File: src/rtl/mips_pkg.sv
// Shared MIPS pipeline definitions: load-type encodings, register constants
// and the payload carried by the write-back stage register.
package mips_pkg;

    localparam int unsigned XLEN   = 32;
    localparam int unsigned REG_W  = 5;
    localparam int unsigned LT_W   = 3;
    localparam int unsigned OFF_W  = 2;

    localparam logic [LT_W-1:0] LW  = 3'b000;
    localparam logic [LT_W-1:0] LH  = 3'b001;
    localparam logic [LT_W-1:0] LHU = 3'b010;
    localparam logic [LT_W-1:0] LB  = 3'b011;
    localparam logic [LT_W-1:0] LBU = 3'b100;

    localparam logic [REG_W-1:0] REG_ZERO = 5'd0;

    // Link return address is two instructions past the jump (delay slot).
    localparam logic [XLEN-1:0] LINK_OFFSET = 32'd8;

    typedef struct packed {
        logic [XLEN-1:0]  pc;
        logic [XLEN-1:0]  alu_result;
        logic [XLEN-1:0]  mem_data;
        logic [REG_W-1:0] write_reg;
        logic             reg_write;
        logic             mem_to_reg;
        logic             link;
        logic [LT_W-1:0]  load_type;
    } wb_payload_t;

endpackage

File: src/rtl/wb_stage_load_align.sv
// Big-endian load alignment: picks the addressed byte/halfword out of the
// raw memory word and sign- or zero-extends it to a full register value.
module load_align
    import mips_pkg::*;
(
    input  logic [XLEN-1:0]  word_i,
    input  logic [OFF_W-1:0] offset_i,
    input  logic [LT_W-1:0]  load_type_i,
    output logic [XLEN-1:0]  result_o
);

    logic [7:0]  byte_sel;
    logic [15:0] half_sel;

    // Offset 0 addresses the most significant byte.
    always_comb begin
        byte_sel = word_i[31:24];
        unique case (offset_i)
            2'd0: byte_sel = word_i[31:24];
            2'd1: byte_sel = word_i[23:16];
            2'd2: byte_sel = word_i[15:8];
            2'd3: byte_sel = word_i[7:0];
            default: byte_sel = word_i[31:24];
        endcase
    end

    assign half_sel = offset_i[1] ? word_i[15:0] : word_i[31:16];

    // Undefined load-type codes fall back to a full-word load.
    always_comb begin
        result_o = word_i;
        case (load_type_i)
            LB:      result_o = {{24{byte_sel[7]}}, byte_sel};
            LBU:     result_o = {24'd0, byte_sel};
            LH:      result_o = {{16{half_sel[15]}}, half_sel};
            LHU:     result_o = {16'd0, half_sel};
            LW:      result_o = word_i;
            default: result_o = word_i;
        endcase
    end

endmodule

File: src/rtl/wb_stage.sv
// MIPS write-back stage: WB pipeline register, commit-value mux, register-file
// write port, one-cycle forward holding register and retired-instruction counter.
module wb_stage
    import mips_pkg::*;
#(
    parameter int unsigned CNT_W = 32
) (
    input  logic              clk,
    input  logic              rst,
    input  logic              stall,
    input  logic              flush,
    input  logic              MEMtoWB_valid,
    input  logic [XLEN-1:0]   MEMtoWB_PC,
    input  logic [XLEN-1:0]   MEMtoWB_ALUResult,
    input  logic [XLEN-1:0]   MEMtoWB_MemData,
    input  logic [REG_W-1:0]  MEMtoWB_WriteReg,
    input  logic              MEMtoWB_RegWrite,
    input  logic              MEMtoWB_MemtoReg,
    input  logic              MEMtoWB_Link,
    input  logic [LT_W-1:0]   MEMtoWB_LoadType,
    output logic [REG_W-1:0]  writeReg,
    output logic [XLEN-1:0]   writeData,
    output logic              RegWrite,
    output logic              fwd_valid,
    output logic [REG_W-1:0]  fwd_reg,
    output logic [XLEN-1:0]   fwd_data,
    output logic [CNT_W-1:0]  retired
);

    wb_payload_t       in_pay;
    wb_payload_t       pay_q, pay_d;
    logic              valid_q, valid_d;
    logic              fwd_valid_q, fwd_valid_d;
    logic [REG_W-1:0]  fwd_reg_q, fwd_reg_d;
    logic [XLEN-1:0]   fwd_data_q, fwd_data_d;
    logic [CNT_W-1:0]  retired_q, retired_d;

    logic [XLEN-1:0]   load_data;
    logic [XLEN-1:0]   commit_data;
    logic              commit_we;

    assign in_pay = '{
        pc:         MEMtoWB_PC,
        alu_result: MEMtoWB_ALUResult,
        mem_data:   MEMtoWB_MemData,
        write_reg:  MEMtoWB_WriteReg,
        reg_write:  MEMtoWB_RegWrite,
        mem_to_reg: MEMtoWB_MemtoReg,
        link:       MEMtoWB_Link,
        load_type:  MEMtoWB_LoadType
    };

    load_align u_load_align (
        .word_i      (pay_q.mem_data),
        .offset_i    (pay_q.alu_result[OFF_W-1:0]),
        .load_type_i (pay_q.load_type),
        .result_o    (load_data)
    );

    // Commit mux and write enable; $0 is hardwired and never written.
    always_comb begin
        commit_data = pay_q.alu_result;
        if (pay_q.link) begin
            commit_data = pay_q.pc + LINK_OFFSET;
        end else if (pay_q.mem_to_reg) begin
            commit_data = load_data;
        end
    end

    assign commit_we = valid_q & pay_q.reg_write & (pay_q.write_reg != REG_ZERO);

    // Flush only kills the valid bit; payload contents are don't-care then.
    always_comb begin
        valid_d = valid_q;
        pay_d   = pay_q;
        if (flush) begin
            valid_d = 1'b0;
        end else if (!stall) begin
            valid_d = MEMtoWB_valid;
            pay_d   = in_pay;
        end
    end

    // Forward register tracks every edge, stalled or not.
    always_comb begin
        fwd_valid_d = commit_we;
        fwd_reg_d   = pay_q.write_reg;
        fwd_data_d  = commit_data;
    end

    // An instruction retires on the edge it leaves WB.
    always_comb begin
        retired_d = retired_q;
        if (valid_q && !stall) begin
            retired_d = retired_q + CNT_W'(1);
        end
    end

    always_ff @(posedge clk) begin
        if (!rst) begin
            valid_q     <= 1'b0;
            pay_q       <= '0;
            fwd_valid_q <= 1'b0;
            fwd_reg_q   <= '0;
            fwd_data_q  <= '0;
            retired_q   <= '0;
        end else begin
            valid_q     <= valid_d;
            pay_q       <= pay_d;
            fwd_valid_q <= fwd_valid_d;
            fwd_reg_q   <= fwd_reg_d;
            fwd_data_q  <= fwd_data_d;
            retired_q   <= retired_d;
        end
    end

    assign writeReg  = pay_q.write_reg;
    assign writeData = commit_data;
    assign RegWrite  = commit_we;
    assign fwd_valid = fwd_valid_q;
    assign fwd_reg   = fwd_reg_q;
    assign fwd_data  = fwd_data_q;
    assign retired   = retired_q;

endmodule

File: config.mk
export PLATFORM = sky130hd
export DESIGN_NAME = wb_stage
export DESIGN_NICKNAME = d
export VERILOG_FILES = /design/src/rtl/mips_pkg.sv /design/src/rtl/wb_stage_load_align.sv /design/src/rtl/wb_stage.sv
export SDC_FILE = /design/constraint.sdc
export NUM_CORES = 1
export LEC_CHECK = 0
export BUFFER_PORTS_ARGS = -buffer_cell sky130_fd_sc_hd__buf_4
export CAP_MARGIN = 40
export CORE_MARGIN = 10
export CORE_UTILIZATION = 48
export DETAILED_ROUTE_END_ITERATION = 6
export PLACE_DENSITY_LB_ADDON = 0.2
export SKIP_CTS_REPAIR_TIMING = 1
export SYNTH_ARGS = -nofsm -noshare
export SYNTH_HDL_FRONTEND = slang
export SYNTH_SLANG_ARGS = --single-unit
File: constraint.sdc
create_clock -name clk -period 1.75 [get_ports clk]
set_input_delay 0 -clock clk [delete_from_list [all_inputs] [get_ports clk]]
set_output_delay 0 -clock clk [all_outputs]
set_load 0.01 [all_outputs]
==> results.json, run 1 <==
{
  "gp_congestion": 0.9318,
  "ys.flop_type": "dfxtp_1",
  "fmax_mhz": 429.5,
  "setup-violations-final": 55,
  "top_usage_layer": "met2",
  "die_width_um": 151.2,
  "nNetsFinal": 1573,
  "hp-class": "input port to flip-flop",
  "start_kind": "flip-flop",
  "syn_inst": 1049,
  "outcome": "finished, violations left",
  "drive_above_1_share_pct": 35.26,
  "largest_register": "pay_q",
  "synth_cell_types": 62,
  "rsz0062_at_grt": "true",
  "drc": 0,
  "portBuffers": 219,
  "crit_path_start": "pay_q[44]$_SDFFE_PN0P_",
  "reg2reg_from": "pay_q[44]$_SDFFE_PN0P_",
  "r2r_cells": 6,
  "grt-ovfl-total": 0,
  "clock_skew_ps": 11.42,
  "post-route-min-period_ps": 2329,
  "netlist_area_um2": 8268,
  "clk_path_buf_depth": 2,
  "grt_pass1_wl_mm": 43.23,
  "cp_max_fo": 8,
  "cap_violations": 0,
  "hpwl_mm": 21.54,
  "slew_viol_final": 0,
  "rows": 47,
  "grt_use_met1_pct": 29.75,
  "slew-limit-headroom_pct": 59.77,
  "critPathCaptureType": "output port",
  "wl_mm": 32.80,
  "required_ps": 1750,
  "cts.sinks": 178,
  "power_density_nw_per_um2": 751.9,
  "yosysSeqAreaShare_pct": 43.10,
  "clock_latency_ps": 440,
  "initial_core_util_pct": 49.33,
  "numCtsBuffers": 17,
  "max_slew.worst_pin.slew_ps": 603.4,
  "syn-num-nets": 1163,
  "grtUsageTotal_pct": 23.72,
  "synthArstFlopShare_pct": 0,
  "drt_iter0_markers": 931,
  "grt_pass1_vias": 8230,
  "failed_checks": "setup timing",
  "cts_root_buf": "clkbuf_16",
  "die_h_um": 151.2,
  "hold_start": "stall",
  "clk_pin_slew_ps": 70,
  "crit_arrival_ps": 2330,
  "critPathKind": "flip-flop to output port",
  "timing.final.ws_setup_ps": -578.5,
  "area_growth_pct": 62.02,
  "antenna_found_initial": 3,
  "avgRoutedWirePerCell_um": 19.36,
  "final_cells": 1694,
  "met2_usage_pct": 39.71,
  "grt_use_met3_pct": 5.459,
  "core_area_um2": 16760,
  "viasPerCell": 5.638,
  "hold_depth": 4,
  "cts_tree": "yes",
  "power_w": 0.01007,
  "num_io_pins": 220,
  "yosys_register_bits": 178,
  "peakVddDrop_v": 0.0007933,
  "largest_reg_flops": 102,
  "synth_enable_flop_cells": 0,
  "dp_cells": 1526,
  "die_area_um2": 22880,
  "ant_nets": 0,
  "dr.pass1.iters": 6,
  "post-route-period-util_pct": 133.1,
  "n_fill_cell": 1001,
  "hold_viol": 0,
  "grt_max_degree": 48,
  "p_leak_nw": 5.428,
  "syn_avg_cell_area_um2": 7.882,
  "h-tree-depth": 4,
  "vias": 9551,
  "ys_warn_count": 0
}
[power by group]
part | switching (W) | internal [W] | leakage [nW] | total (W)
sequential | 0.000140 | 0.00421 | 1.46 | 0.00435
clock | 0.00173 | 0.00220 | 0.283 | 0.00393
combinational | 0.000875 | 0.000918 | 3.68 | 0.00179
total | 0.00274 | 0.00733 | 5.43 | 0.0101
[stage by stage]
step	worst slack (ps)	cell area (um^2)	TNS, ps	utilization (%)	hold slack [ps]
after floorplan	-50.83	8361	-203.1	-	79.31
after global placement	-83.30	10890	-1247	64.97	206.2
after detailed placement	-138.6	10890	-2683	64.97	214.1
after CTS	-603.7	11490	-17480	68.56	-243.8
after global routing	-638.9	13400	-19220	79.93	65.11
final	-578.5	13400	-14780	79.93	34.97
[metal layers]
metal,share of wire (%),vias up
met4,2.7,0
met3,9.4,86
met5,0,-
met1,37,4483
li1,-,4467
met2,50,515
[cells in the final DEF (no fill, tap or decap), types with 8 or more instances in the layout]
master	instances
a211oi_1	12
a21o_1	9
a21oi_1	126
a21oi_2	15
a221oi_2	12
and2_1	12
buf_4	334
buf_6	11
clkbuf_16	17
dfxtp_1	154
dfxtp_2	20
dlygate4sd3_1	116
inv_1	10
mux2i_1	13
mux4_2	8
nand2_1	273
nand2b_1	11
nand3_1	11
nand4_1	18
nor2_1	58
nor3_1	10
o21ai_0	30
o32ai_1	8
xnor2_1	22
xor2_1	13
[critical path, stage by stage, from the launching register on]
cell,delay (ps)
dfxtp_4,380
mux4_2,550
a31o_4,290
buf_12,160
a221oi_2,260
a21oi_1,90
buf_4,170
[final cells by class]
class                   instances  area [um^2]  area share (%)
diodes                          2        5.005         0.03736
clock buffers                  19        452.9           3.381
clock inverters                13        147.6           1.102
inverters                      13        51.30          0.3830
multi-input cells             781         4932           36.82
flip-flops and latches        178         3603           26.90
well taps                     220        275.3           2.055
repair buffers                468         3928           29.32
[synthesized netlist by cell type, drive strengths merged (13+ instances only)]
library cell	count	area, um^2
mux2i	15	150.1
nor2	64	242.7
xnor2	26	227.7
a221oi	22	198.9
a21oi	147	735.7
dfxtp	178	3563
o21ai	31	155.2
nor3	16	85.08
nand4	19	125.1
nand3	15	85.08
buf	24	135.1
xor2	13	113.9
clkbuf	53	200.2
nand2	278	1044
[final timing paths]
kind | end | slack (ps)
max | writeData[29] | -580
min | retired[0]$_SDFFE_PN0P_ | 30
max reg2reg | fwd_data[21]$_SDFF_PN0_ | -170
min reg2reg | pay_q[48]$_SDFFE_PN0P_ | 460
[cell families after synthesis]
logic type	Yosys count	synth area share [%]
simple gates	453	24.59
flops	178	43.10
mux	23	3.995
buf+inv	90	4.646
compound gates	264	19.23
xor+xnor	39	4.131
fa+ha+maj	2	0.3026
Power figures use the tool's default switching activity.
==> run 2: changes to the inputs <==
--- a/config.mk
+++ b/config.mk
@@ -10,6 +10,7 @@
 export CORE_MARGIN = 10
 export CORE_UTILIZATION = 48
 export DETAILED_ROUTE_END_ITERATION = 6
+export HOLD_SLACK_MARGIN = 0.08
 export PLACE_DENSITY_LB_ADDON = 0.2
 export SKIP_CTS_REPAIR_TIMING = 1
 export SYNTH_ARGS = -nofsm -noshare
==> run 2 against run 1 <==
  * The run still ends with setup timing left
  * Hold slack better by 93 ps
  * Largest power group unchanged
  * Global-route usage did not move
  * First-iteration DRC count grew 0.75%
  * Via count increased by 0.55%
  * Sequential power about the same
  * Power is 0.18% lower
  * Final cell count barely moved
  * Wire length up 0.22%
  * Register-to-register slack barely moved
  * Die area is the same
  * Clock power is essentially flat
==> results.json, run 2 (same netlist as run 1, synthesis figures left out) <==
{
  "initial_core_util_pct": 49.33,
  "failed_checks": "setup timing",
  "die_area_um2": 22880,
  "hold_viol": 0,
  "clock_latency_ps": 430,
  "die_h_um": 151.2,
  "post-route-min-period_ps": 2321,
  "p_leak_nw": 5.432,
  "grt_pass1_vias": 8230,
  "drive_above_1_share_pct": 35.23,
  "slew_viol_final": 0,
  "final_cell_mix": "334 x buf_4, 273 x nand2_1, 154 x dfxtp_1",
  "area_growth_pct": 62.14,
  "highest_layer": "met4",
  "hpwl_mm": 21.54,
  "cap_violations": 0,
  "crit_chain": "mux4_2 -> a31o_4 -> buf_12 -> a221oi_2 -> a21oi_1 -> buf_4",
  "grt_pass1_wl_mm": 43.23,
  "crit_slowest_cell": "mux4_2",
  "outcome": "finished, violations left",
  "portBuffers": 219,
  "clock_skew_ps": 11.15,
  "wl_mm": 32.87,
  "wl_met1_mm": 12.36,
  "cts_tree": "yes",
  "die_width_um": 151.2,
  "slew-limit-headroom_pct": 59.86,
  "critPathKind": "flip-flop to output port",
  "cp_max_fo": 8,
  "rsz0062_at_grt": "true",
  "cts_root_buf": "clkbuf_16",
  "crit_arrival_ps": 2320,
  "grt_max_degree": 48,
  "core_area_um2": 16760,
  "wl_met2_mm": 16.54,
  "holdWs_ps": 128.0,
  "max_stage_delay_ps": 550,
  "num_io_pins": 220,
  "ant_nets": 0,
  "hp-class": "input port to flip-flop",
  "cts.sinks": 178,
  "setup-violations-final": 57,
  "tns_ps": -14930,
  "clk_pin_slew_ps": 70,
  "nNetsFinal": 1574,
  "numCtsBuffers": 17,
  "start_kind": "flip-flop",
  "grtUsageTotal_pct": 23.72,
  "final_common_cell": "buf_4",
  "gp_congestion": 0.9318,
  "viasPerCell": 5.666,
  "peakVddDrop_v": 0.0007787,
  "critPathCaptureType": "output port",
  "drt_iter0_markers": 938,
  "r2r_setup_slack_ps": -180,
  "routed-wl-met3_mm": 3.074,
  "clk_path_buf_depth": 2,
  "drc": 0,
  "dr.pass1.iters": 5,
  "fmax_mhz": 430.9,
  "required_ps": 1750,
  "largest_register": "pay_q",
  "grt-ovfl-total": 0,
  "timing.final.ws_setup_ps": -570.6,
  "vias": 9604,
  "avgRoutedWirePerCell_um": 19.39,
  "h-tree-depth": 4,
  "max_slew.worst_pin.slew_ps": 602.2,
  "power_density_nw_per_um2": 750.0,
  "rows": 47,
  "post-route-period-util_pct": 132.6,
  "largest_reg_flops": 102,
  "antenna_found_initial": 3
}
-- run 2: worst paths after layout --
path,start,endpoint,depth (start not counted)
worst max register to register,pay_q[44]$_SDFFE_PN0P_,fwd_data[21]$_SDFF_PN0_,6
worst min register to register,pay_q[48]$_SDFFE_PN0P_,pay_q[48]$_SDFFE_PN0P_,2
worst max-delay path,pay_q[44]$_SDFFE_PN0P_,writeData[29],6
worst min-delay path,rst,retired[31]$_SDFFE_PN0P_,4
-- run 2: layout make-up --
class	count	area (um^2)
Timing Repair Buffer	469	3938
Clock inverter	13	147.6
Sequential cell	178	3603
Fill cell	1008	3354
Tap cell	220	275.3
Clock buffer	19	452.9
Inverter	13	51.30
Antenna cell	2	5.005
Multi-Input combinational cell	781	4932
-- run 2: routing by layer --
layer	vias up	GRT usage [%]
met4	0	6.978
li1	4464	-
met1	4561	29.75
met5	-	0
met3	78	5.459
met2	501	39.71
-- run 2: critical path: cells and delay by family (launching register included) --
family                 cells  cell delay (ps)
AOI/OAI and AO/OA          3              630
muxes                      1              550
buffers and inverters      2              330
DFF                        1              380
-- run 2: power breakdown --
part,internal [W],switching (W)
Combinational,0.000919,0.000876
Sequential,0.00421,0.000141
Clock,0.00220,0.00170
-- run 2: stage by stage --
step           cell area [um^2]  total power [W]  cells  setup slack [ps]  util (%)
2_1_floorplan              8361         0.005081   1049            -50.83         -
3_3_place_gp              10890         0.005808   1526            -83.30     64.97
3_5_place_dp              10890         0.005829   1526            -138.6     64.97
4_1_cts                   11490         0.009679   1558            -603.7     68.56
5_1_grt                   13410          0.01037   1695            -637.4     79.99
6_report                  13410          0.01005   1695            -570.6     79.99
